`config.mk`:
```
export PLATFORM = sky130hd
export DESIGN_NAME = pwm_ramp_ctrl
export DESIGN_NICKNAME = d
export VERILOG_FILES = /design/src/rtl/pwm_pkg.sv /design/src/rtl/pwm_core.sv /design/src/rtl/pwm_ramp_ctrl.sv
export SDC_FILE = /design/constraint.sdc
export NUM_CORES = 1
export LEC_CHECK = 0
export CAP_MARGIN = 40
export CELL_PAD_IN_SITES_DETAIL_PLACEMENT = 0
export CELL_PAD_IN_SITES_GLOBAL_PLACEMENT = 1
export CORE_MARGIN = 2
export CORE_UTILIZATION = 40
export CTS_BUF_LIST = sky130_fd_sc_hd__clkbuf_4 sky130_fd_sc_hd__clkbuf_8
export CTS_CLUSTER_SIZE = 24
export DETAILED_ROUTE_END_ITERATION = 16
export GPL_TIMING_DRIVEN = 0
export PLACE_DENSITY = 0.86
export SLEW_MARGIN = 5
export SYNTH_ARGS = -nofsm -noshare
export SYNTH_HDL_FRONTEND = slang
export SYNTH_SLANG_ARGS = --single-unit
```
`constraint.sdc`:
```
create_clock -name aclk -period 4.6 [get_ports aclk]
set_clock_uncertainty 0.2 [all_clocks]
set_input_delay 0.92 -clock aclk [delete_from_list [all_inputs] [get_ports aclk]]
set_output_delay 0.92 -clock aclk [all_outputs]
set_load 0.02 [all_outputs]
```
`src/rtl/pwm_pkg.sv`:
```
// Shared definitions for the PWM ramp controller: register offsets, CTRL/STATUS
// bit positions and the state encodings of the AXI and ramp state machines.
package pwm_pkg;

    localparam logic [7:0] ADDR_CTRL   = 8'h00;
    localparam logic [7:0] ADDR_TARGET = 8'h04;
    localparam logic [7:0] ADDR_STEP   = 8'h08;
    localparam logic [7:0] ADDR_PERIOD = 8'h0C;
    localparam logic [7:0] ADDR_STATUS = 8'h10;

    localparam int CTRL_START_BIT  = 0;
    localparam int CTRL_ABORT_BIT  = 1;
    localparam int CTRL_IRQ_EN_BIT = 2;

    localparam int STAT_BUSY_BIT = 0;
    localparam int STAT_DONE_BIT = 1;
    localparam int STAT_DUTY_LSB = 8;

    typedef enum logic [1:0] {
        WRIDLE = 2'd0,
        WRDATA = 2'd1,
        WRRESP = 2'd2
    } wr_state_t;

    typedef enum logic {
        RDIDLE = 1'b0,
        RDDATA = 1'b1
    } rd_state_t;

    typedef enum logic [1:0] {
        IDLE = 2'd0,
        WAIT = 2'd1,
        STEP = 2'd2
    } ramp_state_t;

endpackage

```
`src/rtl/pwm_core.sv`:
```
// Free-running 8-bit PWM generator: the output is high for pwm_value of
// every 256 clock cycles.
module pwm_core (
    input  logic       clk,
    input  logic       rst_n,
    input  logic [7:0] pwm_value,
    output logic       pwm_out
);

    logic [7:0] cnt;

    always_ff @(posedge clk) begin
        if (!rst_n) begin
            cnt     <= 8'd0;
            pwm_out <= 1'b0;
        end else begin
            cnt     <= cnt + 8'd1;
            pwm_out <= (cnt < pwm_value);
        end
    end

endmodule

```
`src/rtl/pwm_ramp_ctrl.sv`:
```
// AXI4-lite controlled PWM duty ramp generator. Optional ramp-done interrupt
// is compiled in when PWM_RAMP_IRQ_EN is defined.
module pwm_ramp_ctrl
    import pwm_pkg::*;
#(
    parameter int C_ADDR_BITS  = 8,
    parameter int C_RESET_DUTY = 50
) (
    input  logic        aclk,
    input  logic        aresetn,
    input  logic [31:0] s_axi_awaddr,
    input  logic        s_axi_awvalid,
    output logic        s_axi_awready,
    input  logic [31:0] s_axi_wdata,
    input  logic [3:0]  s_axi_wstrb,
    input  logic        s_axi_wvalid,
    output logic        s_axi_wready,
    output logic [1:0]  s_axi_bresp,
    output logic        s_axi_bvalid,
    input  logic        s_axi_bready,
    input  logic [31:0] s_axi_araddr,
    input  logic        s_axi_arvalid,
    output logic        s_axi_arready,
    output logic [31:0] s_axi_rdata,
    output logic [1:0]  s_axi_rresp,
    output logic        s_axi_rvalid,
    input  logic        s_axi_rready,
    output logic        pwm_out,
    output logic        irq
);

    wr_state_t              wstate, wstate_next;
    rd_state_t              rstate, rstate_next;
    ramp_state_t            state, state_next;
    logic [C_ADDR_BITS-1:0] waddr, raddr;
    logic                   wr_en, sel_ctrl, start_req, abort_req, do_start, clr_done;
    logic [7:0]             cfg_target, cfg_step, lat_target, lat_step, duty, duty_stepped;
    logic [15:0]            cfg_period, lat_period, presc;
    logic                   busy, done, step_fire, done_set;
    logic [31:0]            rd_mux;
    logic                   unused_bits;
`ifdef PWM_RAMP_IRQ_EN
    logic                   irq_en;
`endif

    assign unused_bits = ^{s_axi_awaddr, s_axi_araddr, s_axi_wdata[31:16], s_axi_wstrb[3:2]};

    // Saturating move of cur toward tgt; a zero step still advances by one.
    function automatic logic [7:0] step_toward(input logic [7:0] cur, input logic [7:0] tgt,
                                               input logic [7:0] stp);
        logic [7:0] inc, gap;
        inc = (stp == 8'd0) ? 8'd1 : stp;
        if (tgt >= cur) begin
            gap = tgt - cur;
            return (gap < inc) ? tgt : cur + inc;
        end
        gap = cur - tgt;
        return (gap < inc) ? tgt : cur - inc;
    endfunction

    function automatic logic hit(input logic [C_ADDR_BITS-1:0] a, input logic [7:0] off);
        return a == C_ADDR_BITS'(off);
    endfunction

    // ---- AXI write channel ----
    always_ff @(posedge aclk) begin
        if (!aresetn) wstate <= WRIDLE;
        else          wstate <= wstate_next;
    end

    always_comb begin
        wstate_next = wstate;
        unique case (wstate)
            WRIDLE:  if (s_axi_awvalid) wstate_next = WRDATA;
            WRDATA:  if (s_axi_wvalid)  wstate_next = WRRESP;
            WRRESP:  if (s_axi_bready)  wstate_next = WRIDLE;
            default: wstate_next = WRIDLE;
        endcase
    end

    always_comb begin
        s_axi_awready = (wstate == WRIDLE);
        s_axi_wready  = (wstate == WRDATA);
        s_axi_bvalid  = (wstate == WRRESP);
    end

    assign s_axi_bresp = 2'b00;

    always_ff @(posedge aclk) begin
        if (wstate == WRIDLE && s_axi_awvalid) waddr <= s_axi_awaddr[C_ADDR_BITS-1:0];
    end

    assign wr_en     = (wstate == WRDATA) && s_axi_wvalid;
    assign sel_ctrl  = wr_en && hit(waddr, ADDR_CTRL) && s_axi_wstrb[0];
    assign start_req = sel_ctrl && s_axi_wdata[CTRL_START_BIT];
    assign abort_req = sel_ctrl && s_axi_wdata[CTRL_ABORT_BIT];
    assign do_start  = start_req && !abort_req;
    assign clr_done  = wr_en && hit(waddr, ADDR_STATUS) && s_axi_wstrb[0] && s_axi_wdata[STAT_DONE_BIT];

    always_ff @(posedge aclk) begin
        if (!aresetn) begin
            cfg_target <= 8'(C_RESET_DUTY);
            cfg_step   <= 8'd1;
            cfg_period <= 16'd0;
        end else if (wr_en) begin
            if (hit(waddr, ADDR_TARGET) && s_axi_wstrb[0]) cfg_target       <= s_axi_wdata[7:0];
            if (hit(waddr, ADDR_STEP)   && s_axi_wstrb[0]) cfg_step         <= s_axi_wdata[7:0];
            if (hit(waddr, ADDR_PERIOD) && s_axi_wstrb[0]) cfg_period[7:0]  <= s_axi_wdata[7:0];
            if (hit(waddr, ADDR_PERIOD) && s_axi_wstrb[1]) cfg_period[15:8] <= s_axi_wdata[15:8];
        end
    end

    // ---- AXI read channel ----
    always_ff @(posedge aclk) begin
        if (!aresetn) rstate <= RDIDLE;
        else          rstate <= rstate_next;
    end

    always_comb begin
        rstate_next = rstate;
        unique case (rstate)
            RDIDLE:  if (s_axi_arvalid) rstate_next = RDDATA;
            RDDATA:  if (s_axi_rready)  rstate_next = RDIDLE;
            default: rstate_next = RDIDLE;
        endcase
    end

    always_comb begin
        s_axi_arready = (rstate == RDIDLE);
        s_axi_rvalid  = (rstate == RDDATA);
    end

    assign s_axi_rresp = 2'b00;
    assign raddr       = s_axi_araddr[C_ADDR_BITS-1:0];

    always_comb begin
        rd_mux = '0;
        if (hit(raddr, ADDR_CTRL)) begin
`ifdef PWM_RAMP_IRQ_EN
            rd_mux[CTRL_IRQ_EN_BIT] = irq_en;
`endif
        end else if (hit(raddr, ADDR_TARGET)) begin
            rd_mux[7:0] = cfg_target;
        end else if (hit(raddr, ADDR_STEP)) begin
            rd_mux[7:0] = cfg_step;
        end else if (hit(raddr, ADDR_PERIOD)) begin
            rd_mux[15:0] = cfg_period;
        end else if (hit(raddr, ADDR_STATUS)) begin
            rd_mux[STAT_BUSY_BIT]            = busy;
            rd_mux[STAT_DONE_BIT]            = done;
            rd_mux[STAT_DUTY_LSB +: 8]       = duty;
        end
    end

    always_ff @(posedge aclk) begin
        if (!aresetn)                                s_axi_rdata <= 32'd0;
        else if (rstate == RDIDLE && s_axi_arvalid)  s_axi_rdata <= rd_mux;
    end

    // ---- ramp sequencer ----
    assign duty_stepped = step_toward(duty, lat_target, lat_step);

    always_ff @(posedge aclk) begin
        if (!aresetn) state <= IDLE;
        else          state <= state_next;
    end

    always_comb begin
        state_next = state;
        if (abort_req) begin
            state_next = IDLE;
        end else if (start_req) begin
            state_next = WAIT;
        end else begin
            unique case (state)
                IDLE:    state_next = IDLE;
                WAIT:    if (presc == 16'd0) state_next = STEP;
                STEP:    state_next = (duty_stepped == lat_target) ? IDLE : WAIT;
                default: state_next = IDLE;
            endcase
        end
    end

    always_comb begin
        busy      = (state != IDLE);
        step_fire = (state == STEP) && !start_req && !abort_req;
        done_set  = step_fire && (duty_stepped == lat_target);
    end

    // Latched ramp parameters and prescaler only matter once a start has loaded them.
    always_ff @(posedge aclk) begin
        if (do_start) begin
            lat_target <= cfg_target;
            lat_step   <= cfg_step;
            lat_period <= cfg_period;
            presc      <= cfg_period;
        end else if (state == WAIT && presc != 16'd0) begin
            presc <= presc - 16'd1;
        end else if (state == STEP) begin
            presc <= lat_period;
        end
    end

    // A done set in the same cycle as a W1C wins so the completion is not lost.
    always_ff @(posedge aclk) begin
        if (!aresetn) begin
            duty <= 8'(C_RESET_DUTY);
            done <= 1'b0;
        end else begin
            if (step_fire) duty <= duty_stepped;
            if (done_set)      done <= 1'b1;
            else if (clr_done) done <= 1'b0;
        end
    end

`ifdef PWM_RAMP_IRQ_EN
    always_ff @(posedge aclk) begin
        if (!aresetn)      irq_en <= 1'b0;
        else if (sel_ctrl) irq_en <= s_axi_wdata[CTRL_IRQ_EN_BIT];
    end

    assign irq = done & irq_en;
`else
    assign irq = 1'b0;
`endif

    pwm_core u_pwm (
        .clk       (aclk),
        .rst_n     (aresetn),
        .pwm_value (duty),
        .pwm_out   (pwm_out)
    );

endmodule

```
### Yosys cells after proc, flatten, opt, wreduce, memory -nomap -nowiden

Index checks and enable logic that the tools add are counted.

| word-level totals | value |
|---|---|
| flip-flop bits (word level) | 127 |
| input bits | 107 |
| output and inout port bits | 43 |
| word-level logic and storage cells | 117 |

| cells by class | value |
|---|---|
| equal/unequal tests | 18 |
| $add $sub $neg | 6 |
| $lt $le $gt $ge | 4 |
| bitwise logic cells | 2 |
| muxes and demuxes | 32 |
| reductions and logical operators | 37 |

Operator list:

| operator | number |
|---|---|
| 2-to-1 mux 8 bit | 11 |
| 2-to-1 mux 16 bit | 4 |
| == test 8 x 4 -> 1 bit, second input constant | 4 |
| zero test 8 bit | 3 |
| less-than comparator 8 bit | 3 |
| subtractor 8 bit | 3 |
| logical AND 1 bit | 19 |
| == test 8 x 3 -> 1 bit, second input constant | 2 |
| == test 8 x 5 -> 1 bit, second input constant | 2 |
| zero test 16 bit | 1 |
| nonzero test 16 bit | 1 |
| subtractor 16 x 1 -> 16 bit, second input constant | 1 |
| 2-to-1 mux 2 bit | 6 |
| adder 8 x 1 -> 8 bit, second input constant | 1 |
| adder 8 bit | 1 |
| == test 8 bit | 1 |
| >= comparator 8 bit | 1 |
| AND reduction 2 bit | 4 |
| 2-to-1 mux 1 bit | 7 |
| 2-to-1 mux 6 bit | 1 |
| != test 2 bit, second input constant | 3 |
| case mux 2 bit (3 select lines) | 1 |
| == test 2 x 1 -> 1 bit, second input constant | 2 |
| == test 2 bit, second input constant | 2 |
| 12 further kinds | 15 |

### Logic depth before layout (Yosys ltp)

| logic depth | value |
|---|---|
| depth after elaboration | 10 |
| mapped depth | 20 |
| gate-level depth less buffers | 19 |

### Modules after synthesis

Synthesis repeated with hierarchy kept, for this count alone.

| unflattened totals | value |
|---|---|
| cells, all modules | 821 |
| area, all modules | 7733.7 um^2 |

By module, submodules not included:

| module | area an instance (um^2) | times used | cells an instance | seq. area each (um^2) |
|---|---|---|---|---|
| pwm_ramp_ctrl | 7234.4 | 1 | 765 | 2922.8 |
| pwm_core | 499.2 | 1 | 56 | 180.2 |

### Worst setup path before layout

OpenSTA, ideal clock, no wires.

| timing | value |
|---|---|
| kind | input port to flip-flop |
| from | input port s_axi_wvalid |
| to | register presc[0], enable pin |
| data required time | 4.028 ns |
| stages on the path | 10 |
| arrival | 3.732 ns |
| library setup time | 0.372 ns |
| setup slack | 0.296 ns |
| path buffers | 2 |
| cell sequence | nor2b_1 nand4_1 or2_1 clkbuf_1 nor3_1 nand2_1 nor2_1 clkbuf_1 nor2_1 nand2_1 |

| between the ends | value |
|---|---|
| cells in the longest elaborated chain, start to end | 7 |
| elaborated cells between the ends (all ways) | 8 |
| those cells by class | 8 x reduce/logical |

RTL lines:

| item | line | text |
|---|---|---|
| from (decl) | pwm_ramp_ctrl.sv:16 | `input logic s_axi_wvalid,` |
| logical AND 1 bit (*) | pwm_ramp_ctrl.sv:93 | `assign wr_en = (wstate == WRDATA) && s_axi_wvalid;` |
| logical AND 1 bit (*) (2 in series) | pwm_ramp_ctrl.sv:94 | `assign sel_ctrl = wr_en && hit(waddr, ADDR_CTRL) && s_axi_wstrb[0];` |
| logical AND 1 bit | pwm_ramp_ctrl.sv:96 | `assign abort_req = sel_ctrl && s_axi_wdata[CTRL_ABORT_BIT];` |
| zero test 1 bit | pwm_ramp_ctrl.sv:97 | `assign do_start = start_req && !abort_req;` |
| logical AND 1 bit (*) | pwm_ramp_ctrl.sv:97 |  |
| via do_start | pwm_ramp_ctrl.sv:36 | `logic wr_en, sel_ctrl, start_req, abort_req, do_start, clr_done;` |
| nonzero test 3 bit (no source line) (*) | - |  |
| to (signal assigned) | pwm_ramp_ctrl.sv:196 | `presc <= cfg_period;` |
| to (signal assigned) | pwm_ramp_ctrl.sv:198 | `presc <= presc - 16'd1;` |
| to (signal assigned) | pwm_ramp_ctrl.sv:200 | `presc <= lat_period;` |
| to (decl) | pwm_ramp_ctrl.sv:38 | `logic [15:0] cfg_period, lat_period, presc;` |

Mark *: on every way through the listed nets, which the timed path passes. The rest lies on a longest branch.
A chain may end at the register's enable or synchronous reset.

### Final worst setup path

| timing | value |
|---|---|
| from | register lat_target[0] |
| to | register done |

| between the ends | value |
|---|---|
| cells in the longest elaborated chain, start to end | 8 |
| elaborated cells between the ends (all ways) | 14 |
| those cells by class | 2 x add/sub; 3 x order compare; 1 x eq/ne; 6 x mux; 2 x reduce/logical |

RTL lines:

| item | line | text |
|---|---|---|
| from (decl) | pwm_ramp_ctrl.sv:37 | `logic [7:0] cfg_target, cfg_step, lat_target, lat_step, duty, duty_stepped;` |
| from (signal assigned) | pwm_ramp_ctrl.sv:193 | `lat_target <= cfg_target;` |
| subtractor 8 bit | pwm_ramp_ctrl.sv:54 | `gap = tgt - cur;` |
| less-than comparator 8 bit | pwm_ramp_ctrl.sv:55 | `return (gap < inc) ? tgt : cur + inc;` |
| 2-to-1 mux 8 bit | pwm_ramp_ctrl.sv:55 |  |
| 2-to-1 mux 8 bit | pwm_ramp_ctrl.sv:53 | `if (tgt >= cur) begin` |
| 2-to-1 mux 8 bit | pwm_ramp_ctrl.sv:57 | `gap = cur - tgt;` |
| == test 8 bit (*) | pwm_ramp_ctrl.sv:187 | `done_set = step_fire && (duty_stepped == lat_target);` |
| logical AND 1 bit (*) | pwm_ramp_ctrl.sv:187 |  |
| 2-to-1 mux 1 bit / nonzero test 2 bit (equally long branches) | - |  |
| to (signal assigned) | pwm_ramp_ctrl.sv:208 | `done <= 1'b0;` |
| to (signal assigned) | pwm_ramp_ctrl.sv:211 | `if (done_set) done <= 1'b1;` |
| to (signal assigned) | pwm_ramp_ctrl.sv:212 | `else if (clr_done) done <= 1'b0;` |
| to (decl) | pwm_ramp_ctrl.sv:39 | `logic busy, done, step_fire, done_set;` |

Mark *: on every way between the ends. The rest lies on a longest branch, timed or not. The select of a mux whose other input is x is not followed.

==> flow_summary.json <==
{
  "finish.instance_area_mm2": 0.00936,
  "fin_cells": 1173,
  "arrival_ns": 4.62,
  "die_h_um": 142,
  "avgSynthCellArea_um2": 9.49,
  "synth_fa_ha_area_frac": 0.105,
  "worstSetupPathType": "reg2reg",
  "diodes": 0,
  "cap_violations": 0,
  "synth_edf_count": 56,
  "track_usage": 0.199,
  "grt.met2_usage": 0.319,
  "path_max_fanout": 7,
  "synth_area_leaders": "edfxtp_1 22%, dfxtp_1 19%, ha_1 9.5%",
  "hold_path.class": "reg2reg",
  "setup-violations-final": 0,
  "avgViaCountPerCell": 5.24,
  "comb_power_share": 0.057,
  "hold_start": "cfg_target[5]",
  "critPathRequiredTime_ns": 4.75,
  "cts.sinks": 127,
  "r2r_end": "done",
  "met3_usage": 0.0357,
  "grtUsageMet1": 0.268,
  "die_x_um": 142,
  "grt_max_degree": 25,
  "cts-root-buf": "clkbuf_8",
  "tightestPinTransition_ns": 0.796,
  "p_clk_frac": 0.431,
  "maxSlewHeadroom": 0.467,
  "p_int_mw": 1.74,
  "cpMaxStageDelayCell": "edfxtp_1",
  "drive_gt1_frac": 0.133,
  "endpoint_kind": "flop",
  "vias": 6142,
  "netlist.area_leader.share": 0.220,
  "clockBufferDepth": 2,
  "avgRoutedWirePerCell_um": 16.7,
  "finalPower_mw": 2.32,
  "power_frac_seq": 0.512,
  "dp_cells": 1126,
  "drcViolationCount": 0,
  "synth_largest_area_cell": "edfxtp_1",
  "antenna_found_initial": 0,
  "synth_xor_area_frac": 0.0504,
  "place_area_mm2": 0.00870,
  "synth_mux_area_frac": 0.0445,
  "rows": 50,
  "grt_busiest_layer": "met2",
  "worstPathCellList": "ha_2 > inv_2 > fa_2 > a21o_1 > a21oi_2 > o21bai_1 > a21oi_2 > xnor2_1 > ha_1 > nand4_1 > a21oi_2 > a211oi_4 > or2_1 > buf_6 > a21oi_1 > or4b_4 > o311ai_2 > nor4_2 > buf_4 > a31o_1",
  "core-area_mm2": 0.0187,
  "ys_ff_latch": 127,
  "vdd_drop_max_mv": 0.182,
  "syn_area_mm2": 0.00765,
  "grt_setup_unrepaired": "true",
  "area_delta_synth_final_pct": 22.4,
  "min_period_ns": 4.47,
  "synth_cells": 806,
  "path_buf_inv": 3,
  "synthSimpleGateAreaFrac": 0.172,
  "slew_viol_final": 0,
  "cpMostUsedCell": "a21oi_2",
  "cts_tree": "yes",
  "ys.flop_type": "dfxtp_1",
  "firstDrtPassIters": 5,
  "postRouteAntennaNets": 0,
  "r2r_setup_slack_ns": 0.13,
  "fin_crit_sh": 0.971,
  "power.switching_mw": 0.574,
  "first_global_vias": 5922,
  "layout_commonest_cell": "dfxtp_1",
  "ios": 150,
  "fmax_mhz": 224,
  "layout_common_cells": "68 x dfxtp_1, 62 x clkdlybuf4s50_1, 60 x a21oi_1",
  "hold_path_depth": 0,
  "start_kind": "flop",
  "fill_cells": 1732,
  "hpwl_mm": 14.9,
  "rr_worst_depth": 20,
  "initial_utilization": 0.409,
  "switching_share": 0.248,
  "min_to": "lat_target[5]",
  "drt_iter0_drc": 472,
  "place_congestion": 0.867,
  "numCtsBuffers": 17,
  "leakage_nw": 3.59,
  "r2r_start": "lat_target[0]",
  "yosysUniqueCellTypes": 72,
  "yosys_warnings": 0,
  "finalHoldViolCount": 0,
  "cpPeakStageDelay_ns": 0.50,
  "status": "completed",
  "grt_pass1_wl_mm": 31.4,
  "overflow": 0,
  "nNetsFinal": 1095,
  "clk_pin_slew_worst_paths_ns": 0.08,
  "ctsHtreeMaxLevel": 4,
  "synth_top_family_by_area": "simple AND/OR/NAND/NOR gates",
  "port_buffers": 62,
  "clk_latency_ns": 0.46,
  "ys_seq_area_frac": 0.406,
  "critPathTopFamily": "compound AO/OA/AOI/OAI gates",
  "die_area_mm2": 0.0202,
  "wirelength_mm": 19.5,
  "powerDensity_mw_per_mm2": 247,
  "async_flop_share": 0,
  "holdBufCountCts": 0,
  "synth_compound_area_frac": 0.159
}
==> through the flow <==
stage | hold slack [ns] | utilization | worst slack (ns) | setup TNS (ns)
after floorplan | 0.225 | - | 0.296 | 0
after global placement | 0.243 | 0.462 | -1.23 | -41.82
after detailed placement | 0.244 | 0.465 | -0.370 | -6.33
after CTS | 0.265 | 0.490 | 0.0168 | 0
after global routing | 0.290 | 0.500 | -0.0933 | -0.161
final | 0.264 | 0.500 | 0.132 | 0
==> power groups by stage <==
| stage | clock, mW | sequential [mW] | combinational, mW |
|---|---|---|---|
| after floorplan | 0 | 1.21 | 0.0677 |
| after global placement | 0 | 1.21 | 0.131 |
| after detailed placement | 0 | 1.21 | 0.132 |
| after CTS | 1.02 | 1.19 | 0.133 |
| after global routing | 1.06 | 1.19 | 0.143 |
| final | 0.998 | 1.19 | 0.133 |
==> how the worst max path moves through the flow <==
stage,cells past startpoint,end,startpoint
finish,20,done,lat_target[0]
global placement,11,presc[4],s_axi_wvalid
global route,20,done,lat_target[4]
floorplan,10,presc[0],s_axi_wvalid
detailed placement,12,presc[4],s_axi_wvalid
CTS,20,done,lat_target[0]
==> logic make-up (layout without fill, tap and decap cells) <==
logic type               count (synthesis)  count (layout)
XOR/XNOR                                44              44
multiplexers                            34              34
adder cells (fa/ha/maj)                 62              62
other                                    1              21
AND/OR/NAND/NOR                        249             249
flip-flops                             127             127
AO/OA/AOI/OAI                          192             192
buffers and inverters                   97             210
==> routing by layer <==
metal	part of all wire	routed length (µm)
met1	0.47	9130
met2	0.46	8970
met3	0.049	964
met4	0.024	478
met5	0	0
==> cell type report <==
cell class	instances	area, µm²	share of cell area
multi-input combinational	602	4290	0.459
sequential	127	3110	0.332
timing repair buffer	81	781	0.0834
buffer	51	307	0.0327
tap	234	293	0.0313
clock buffer	17	234	0.0250
clock inverter	15	174	0.0186
inverter	46	173	0.0184
==> Yosys cell counts, types with 21 or more instances <==
| master | count |
|---|---|
| dfxtp_1 | 71 |
| a21oi_1 | 66 |
| nand2_1 | 59 |
| ha_1 | 58 |
| edfxtp_1 | 56 |
| nor2b_1 | 45 |
| inv_1 | 44 |
| nor2_1 | 44 |
| mux2i_1 | 34 |
| xnor2_1 | 30 |
| buf_4 | 23 |
| o21ai_0 | 23 |
| o21ai_1 | 22 |
| a22oi_1 | 21 |
| clkbuf_1 | 21 |
==> flip-flops by register name (all words and copies together), names as in the netlist <==
signal / cells
wstate: 2
u_pwm.pwm_out: 1
s_axi_rdata: 16
duty: 8
done: 1
presc: 16
state: 2
cfg_step: 8
waddr: 8
cfg_period: 16
s_axi_rvalid: 1
lat_step: 8
cfg_target: 8
lat_period: 16
lat_target: 8
u_pwm.cnt: 8
==> what timing repair did <==
item,in CTS,in global routing
endpoints found under the setup margin,2,18
gates resized for setup,7,32
buffers inserted,4,11
pin swaps,2,19
gates cloned,0,0
No activity file was read; power rests on OpenSTA's default activity.
